<file path="config.mk">
export PLATFORM = sky130hd
export DESIGN_NAME = rom_arbiter_flat
export DESIGN_NICKNAME = d
export VERILOG_FILES = /design/src/rtl/rom_arbiter_if.sv /design/src/rtl/rom_arbiter.sv /design/src/flat_wrapper.sv
export SDC_FILE = /design/constraint.sdc
export NUM_CORES = 1
export LEC_CHECK = 0
export BUFFER_PORTS_ARGS = -buffer_cell sky130_fd_sc_hd__buf_2
export CAP_MARGIN = 10
export CORE_AREA = 2 2 79 43
export DETAILED_ROUTE_END_ITERATION = 10
export DIE_AREA = 0 0 81 45
export GPL_ROUTABILITY_DRIVEN = 1
export PLACE_DENSITY = 0.82
export REMOVE_ABC_BUFFERS = 1
export SYNTH_ARGS = -nofsm -noshare
export SYNTH_HDL_FRONTEND = slang
export SYNTH_SLANG_ARGS = --single-unit
</file>
<file path="constraint.sdc">
create_clock -name i_clk -period 1.45 [get_ports i_clk]
set_input_delay 0 -clock i_clk [delete_from_list [all_inputs] [get_ports i_clk]]
set_output_delay 0 -clock i_clk [all_outputs]
set_load 0.02 [all_outputs]
</file>
<file path="src/rtl/rom_arbiter_if.sv">
`default_nettype none
// +------------------------------------------------------------------+
// | rom_arbiter_if : requester-side ROM read request/response bundle |
// | Revision 1.0                                                     |
// +------------------------------------------------------------------+
interface rom_arbiter_if #(
  parameter int ADDR_WIDTH = 8,
  parameter int DATA_WIDTH = 8
);
  logic                  valid;
  logic [ADDR_WIDTH-1:0] addr;
  logic                  ready;
  logic                  rsp_valid;
  logic [DATA_WIDTH-1:0] rsp_data;

  modport master (
    output valid,
    output addr,
    input  ready,
    input  rsp_valid,
    input  rsp_data
  );

  modport slave (
    input  valid,
    input  addr,
    output ready,
    output rsp_valid,
    output rsp_data
  );
endinterface
`default_nettype wire

</file>
<file path="src/rtl/rom_arbiter.sv">
`default_nettype none
// +------------------------------------------------------------------+
// | rom_arbiter : two-port round-robin arbiter for a sync-read ROM   |
// | Revision 1.0                                                     |
// +------------------------------------------------------------------+
module rom_arbiter #(
  parameter int ADDR_WIDTH = 8,
  parameter int DATA_WIDTH = 8
) (
  input  wire                   i_clk,
  input  wire                   i_rst_n,
  rom_arbiter_if.slave          req0,
  rom_arbiter_if.slave          req1,
  output logic [ADDR_WIDTH-1:0] o_rom_addr,
  input  wire  [DATA_WIDTH-1:0] i_rom_data,
  output logic                  o_idle
);

  localparam logic c_ID_REQ0 = 1'b0;
  localparam logic c_ID_REQ1 = 1'b1;

  // Priority pointer: names the requester that wins when both are valid.
  logic                  r_ptr;
  logic [ADDR_WIDTH-1:0] r_rom_addr;
  logic                  r_s1_vld;
  logic                  r_s1_id;
  logic                  r_s2_vld;
  logic                  r_s2_id;
  logic                  r_rsp0_vld;
  logic                  r_rsp1_vld;
  logic [DATA_WIDTH-1:0] r_rsp0_data;
  logic [DATA_WIDTH-1:0] r_rsp1_data;

  logic                  w_grant0;
  logic                  w_grant1;
  logic                  w_accept;
  logic [ADDR_WIDTH-1:0] w_addr;

  always_comb begin
    w_grant0 = req0.valid & (~req1.valid | (r_ptr == c_ID_REQ0));
    w_grant1 = req1.valid & (~req0.valid | (r_ptr == c_ID_REQ1));
    w_accept = w_grant0 | w_grant1;
    w_addr   = w_grant1 ? req1.addr : req0.addr;
  end

  assign req0.ready = w_grant0;
  assign req1.ready = w_grant1;

  always_ff @(posedge i_clk or negedge i_rst_n) begin
    if (!i_rst_n) begin
      r_ptr      <= c_ID_REQ0;
      r_rom_addr <= '0;
    end else if (w_accept) begin
      r_ptr      <= w_grant0 ? c_ID_REQ1 : c_ID_REQ0;
      r_rom_addr <= w_addr;
    end
  end

  // Tag pipeline mirrors the ROM's address-register plus read latency.
  always_ff @(posedge i_clk or negedge i_rst_n) begin
    if (!i_rst_n) begin
      r_s1_vld <= 1'b0;
      r_s1_id  <= c_ID_REQ0;
      r_s2_vld <= 1'b0;
      r_s2_id  <= c_ID_REQ0;
    end else begin
      r_s1_vld <= w_accept;
      r_s1_id  <= w_grant1 ? c_ID_REQ1 : c_ID_REQ0;
      r_s2_vld <= r_s1_vld;
      r_s2_id  <= r_s1_id;
    end
  end

  always_ff @(posedge i_clk or negedge i_rst_n) begin
    if (!i_rst_n) begin
      r_rsp0_vld  <= 1'b0;
      r_rsp1_vld  <= 1'b0;
      r_rsp0_data <= '0;
      r_rsp1_data <= '0;
    end else begin
      r_rsp0_vld <= r_s2_vld & (r_s2_id == c_ID_REQ0);
      r_rsp1_vld <= r_s2_vld & (r_s2_id == c_ID_REQ1);
      if (r_s2_vld && (r_s2_id == c_ID_REQ0)) begin
        r_rsp0_data <= i_rom_data;
      end
      if (r_s2_vld && (r_s2_id == c_ID_REQ1)) begin
        r_rsp1_data <= i_rom_data;
      end
    end
  end

  assign req0.rsp_valid = r_rsp0_vld;
  assign req0.rsp_data  = r_rsp0_data;
  assign req1.rsp_valid = r_rsp1_vld;
  assign req1.rsp_data  = r_rsp1_data;
  assign o_rom_addr     = r_rom_addr;
  assign o_idle         = ~(r_s1_vld | r_s2_vld | r_rsp0_vld | r_rsp1_vld);

endmodule
`default_nettype wire

</file>
<file path="src/flat_wrapper.sv">
// flat-port wrapper written by rule: the top's interface ports become plain ports
module rom_arbiter_flat 
#(
  parameter int ADDR_WIDTH = 8,
  parameter int DATA_WIDTH = 8
)
  (i_clk, i_rst_n, o_rom_addr, i_rom_data, o_idle, req0_valid, req0_addr, req0_ready, req0_rsp_valid, req0_rsp_data, req1_valid, req1_addr, req1_ready, req1_rsp_valid, req1_rsp_data);
  rom_arbiter_if #(.ADDR_WIDTH(ADDR_WIDTH), .DATA_WIDTH(DATA_WIDTH)) req0_i ();
  rom_arbiter_if #(.ADDR_WIDTH(ADDR_WIDTH), .DATA_WIDTH(DATA_WIDTH)) req1_i ();
  input  wire i_clk;
  input  wire i_rst_n;
  output logic [ADDR_WIDTH-1:0] o_rom_addr;
  input  wire  [DATA_WIDTH-1:0] i_rom_data;
  output logic o_idle;
  input wire logic [$bits(req0_i.valid)-1:0] req0_valid;
  input wire logic [$bits(req0_i.addr)-1:0] req0_addr;
  output wire logic [$bits(req0_i.ready)-1:0] req0_ready;
  output wire logic [$bits(req0_i.rsp_valid)-1:0] req0_rsp_valid;
  output wire logic [$bits(req0_i.rsp_data)-1:0] req0_rsp_data;
  input wire logic [$bits(req1_i.valid)-1:0] req1_valid;
  input wire logic [$bits(req1_i.addr)-1:0] req1_addr;
  output wire logic [$bits(req1_i.ready)-1:0] req1_ready;
  output wire logic [$bits(req1_i.rsp_valid)-1:0] req1_rsp_valid;
  output wire logic [$bits(req1_i.rsp_data)-1:0] req1_rsp_data;
  assign req0_i.valid = req0_valid;
  assign req0_i.addr = req0_addr;
  assign req0_ready = req0_i.ready;
  assign req0_rsp_valid = req0_i.rsp_valid;
  assign req0_rsp_data = req0_i.rsp_data;
  assign req1_i.valid = req1_valid;
  assign req1_i.addr = req1_addr;
  assign req1_ready = req1_i.ready;
  assign req1_rsp_valid = req1_i.rsp_valid;
  assign req1_rsp_data = req1_i.rsp_data;
  rom_arbiter #(.ADDR_WIDTH(ADDR_WIDTH), .DATA_WIDTH(DATA_WIDTH)) u_core (.i_clk(i_clk), .i_rst_n(i_rst_n), .req0(req0_i), .req1(req1_i), .o_rom_addr(o_rom_addr), .i_rom_data(i_rom_data), .o_idle(o_idle));
endmodule
</file>
==> flow_metrics.py <==
metrics = {
    "outcome": {
        "status": "complete, no violations",
    },
    "timing": {
        "layout_worst_path_cycle_share": 0.867,
        "fin_crit_ns": 1.26,
        "relSlewSlack": 0.560,
        "worst_slew_pin_slew_ns": 0.661,
        "max_freq_ghz": 0.795,
        "rsz0062_at_grt": "false",
        "final_max_slew_viol_count": 0,
        "final_hold_viol_count": 0,
        "finalSetupTns_ns": 0,
        "setup_viol": 0,
        "skew_ns": 0.00392,
    },
    "floorplan": {
        "rows": 14,
        "die_h_um": 45,
        "io_pins": 57,
        "die_area_um2": 3650,
        "core_um2": 2910,
        "die_x_um": 81,
        "initial_core_util": 0.446,
    },
    "route": {
        "postRouteAntennaNets": 0,
        "routedWlPerCell_um": 13.5,
        "drt_pass1_iterations": 4,
        "viasPerCell": 4.87,
        "drt-initial-drc-count": 41,
        "wl_mm": 2.76,
        "vias": 994,
        "drc": 0,
    },
    "clocking": {
        "clk_pin_slew_ns": 0.06,
        "clock_latency_ns": 0.28,
        "cts_inserted_buffers": 5,
        "clockBufferDepth": 2,
        "cts_resized": 0,
        "cts_root_buf": "clkbuf_8",
        "ctsHoldBuffers": 17,
        "cts_setup_buffers": 0,
        "cts_tree": "done",
        "clkSinkCount": 31,
        "cts-htree-levels": 2,
    },
    "grt": {
        "grtUsageTotal": 0.178,
        "grt_pass1_wl_mm": 4.67,
        "antenna_found_initial": 0,
        "grt_start_max_net_pins": 32,
        "grt.overflow.total": 0,
        "grt_pass1_vias": 1019,
    },
    "placed_design": {
        "dp.cells": 179,
        "post-dp-hpwl_mm": 1.86,
        "io_buffers": 56,
        "gp_congestion": 0.728,
    },
    "yosys": {
        "yosysSeqAreaShare": 0.598,
        "synth-adder-area-share": 0,
        "synth_top_area_share": 0.598,
        "synth_compound_area_frac": 0.133,
        "ys_warn_count": 0,
        "yosys.area_share.xor_xnor": 0,
        "ys_seq_elements": 31,
        "synth-simple-area-share": 0.0772,
        "netlist_instances": 87,
        "synth_top_family_by_area": "multiplexers",
        "avgSynthCellArea_um2": 14.9,
        "synth_area_leaders": "dfrtp_1 60%, mux2_2 14%, o221a_2 6.9%, a211o_1 5.4%, nor2b_1 4.3%",
        "muxShareOfSynthArea": 0.139,
        "netlist_area_um2": 1300,
        "post-synth-top-area-cell": "dfrtp_1",
        "ys_types": 16,
    },
    "worst_setup_path": {
        "worstSetupEndpointType": "primary output",
        "required_ns": 1.45,
        "r2r-start": "u_core.r_s2_vld",
        "worstSetupPathType": "reg2out",
        "r2r-end": "u_core.req0.rsp_data[6]",
        "cpPeakStageDelay_ns": 0.39,
        "crit_slowest_cell": "dfrtp_1",
        "crit_start": "u_core.r_ptr",
        "critPathLaunchType": "register",
        "crit_fanout": 10,
        "ff2ff_path_depth": 3,
        "endpoint": "req1_ready",
        "worstPathCellList": "nand2b_4 -> nand2_4 -> inv_1 -> buf_2",
        "cp.arrival_ns": 1.26,
        "r2r_slack_ns": 0.27,
    },
    "finish": {
        "area_growth_syn_to_layout_pct": 43.9,
        "final_core_util": 0.642,
        "antenna_cells": 0,
        "drive_above_1_share": 0.567,
        "layout.nets": 191,
        "final_cells": 204,
    },
    "pwr": {
        "power_density_nw_per_um2": 1350,
        "ir_drop_mv": 0.645,
        "leakagePower_nw": 0.908,
    },
    "hold_path": {
        "hp-class": "in2reg",
    },
    "job": {
        "cap_violations": 0,
    },
}
report_power, final:
group	internal (W)	switching (W)	total, W	leakage (nW)
sequential	0.000988	0.0000594	0.00105	0.361
clock	0.000555	0.000319	0.000874	0.0612
combinational	0.000271	0.000317	0.000588	0.486
how the worst min path moves through the flow:
| stage | depth (start not counted) | start | end | slack, ns |
|---|---|---|---|---|
| after CTS | 2 | req0_addr[4] | u_core.o_rom_addr[4] | 0.01 |
| after detailed placement | 1 | i_rst_n | u_core.o_rom_addr[4] | 0.08 |
| after floorplan | 0 | i_rst_n | u_core.o_rom_addr[0] | -0.30 |
| final | 2 | req0_addr[5] | u_core.o_rom_addr[5] | 0.02 |
| after global routing | 2 | req0_addr[3] | u_core.o_rom_addr[3] | 0.02 |
| after global placement | 1 | i_rst_n | u_core.o_rom_addr[4] | 0.07 |
critical path: cells and delay by family (launching register included):
| family | cells | cell delay, ns |
|---|---|---|
| buffers and inverters | 2 | 0.23 |
| flip-flops | 1 | 0.39 |
| AND/OR/NAND/NOR | 2 | 0.37 |
cell usage after synthesis:
master	number
buf_8	1
inv_1	3
a211o_1	8
buf_6	3
dfrtp_1	31
nand2_2	1
mux2_2	16
nand2b_4	1
o221a_2	8
buf_4	1
nor4_1	1
o21ai_0	1
or2_2	1
a21boi_0	1
nor2b_1	9
nand2_4	1
state kept, by name, summed over array words and instances, names as in the netlist:
signal and cells:
u_core.req0.rsp_data 8, u_core.r_ptr 1, u_core.r_s1_id 1, u_core.r_s2_vld 1, u_core.o_rom_addr 8, u_core.req1.rsp_data 8
u_core.r_s1_vld 1, u_core.r_s2_id 1, u_core.req1.rsp_valid 1, u_core.req0.rsp_valid 1
layer usage:
metal	share of wire	global-route usage	wire length (um)
met2	0.52	0.321	1450
met4	0.016	0.0746	44
met1	0.41	0.195	1130
met5	0	0	0
met3	0.051	0.0640	140
cell families after synthesis:
logic type / after synthesis
flip-flops: 31
AO/OA/AOI/OAI: 18
multiplexers: 16
AND/OR/NAND/NOR: 14
buffers and inverters: 8
cell usage in the layout, fill, tap and decap left out, drive strengths merged:
cell         instances
or2                  1
a21boi               1
buf                 57
inv                  3
mux2                16
o221a                8
bufinv               1
o21ai                1
nand2                2
clkinv               1
dfrtp               31
nand2b               1
dlygate4sd3         17
nor4                 1
clkbuf               6
nor2b                9
a211o                8
layout make-up:
cell class / instances / area [um^2]
fillers: 252 / 1040
flip-flops and latches: 31 / 776
repair buffers: 74 / 458
multi-input cells: 48 / 453
clock buffers: 6 / 82.6
well taps: 40 / 50.0
clock inverters: 2 / 35.0
inverters: 3 / 11.3
per-stage QoR:
step / hold slack [ns] / setup WS [ns] / power (W) / area (um^2)
after floorplan: -0.296 / 0.131 / 0.00139 / 1240
after global placement: 0.0654 / 0.337 / 0.00160 / 1580
after detailed placement: 0.0826 / 0.254 / 0.00162 / 1580
after CTS: 0.0113 / 0.172 / 0.00255 / 1870
after global routing: 0.0176 / 0.123 / 0.00264 / 1870
final: 0.0212 / 0.193 / 0.00251 / 1870
Power figures use the tool's default switching activity.
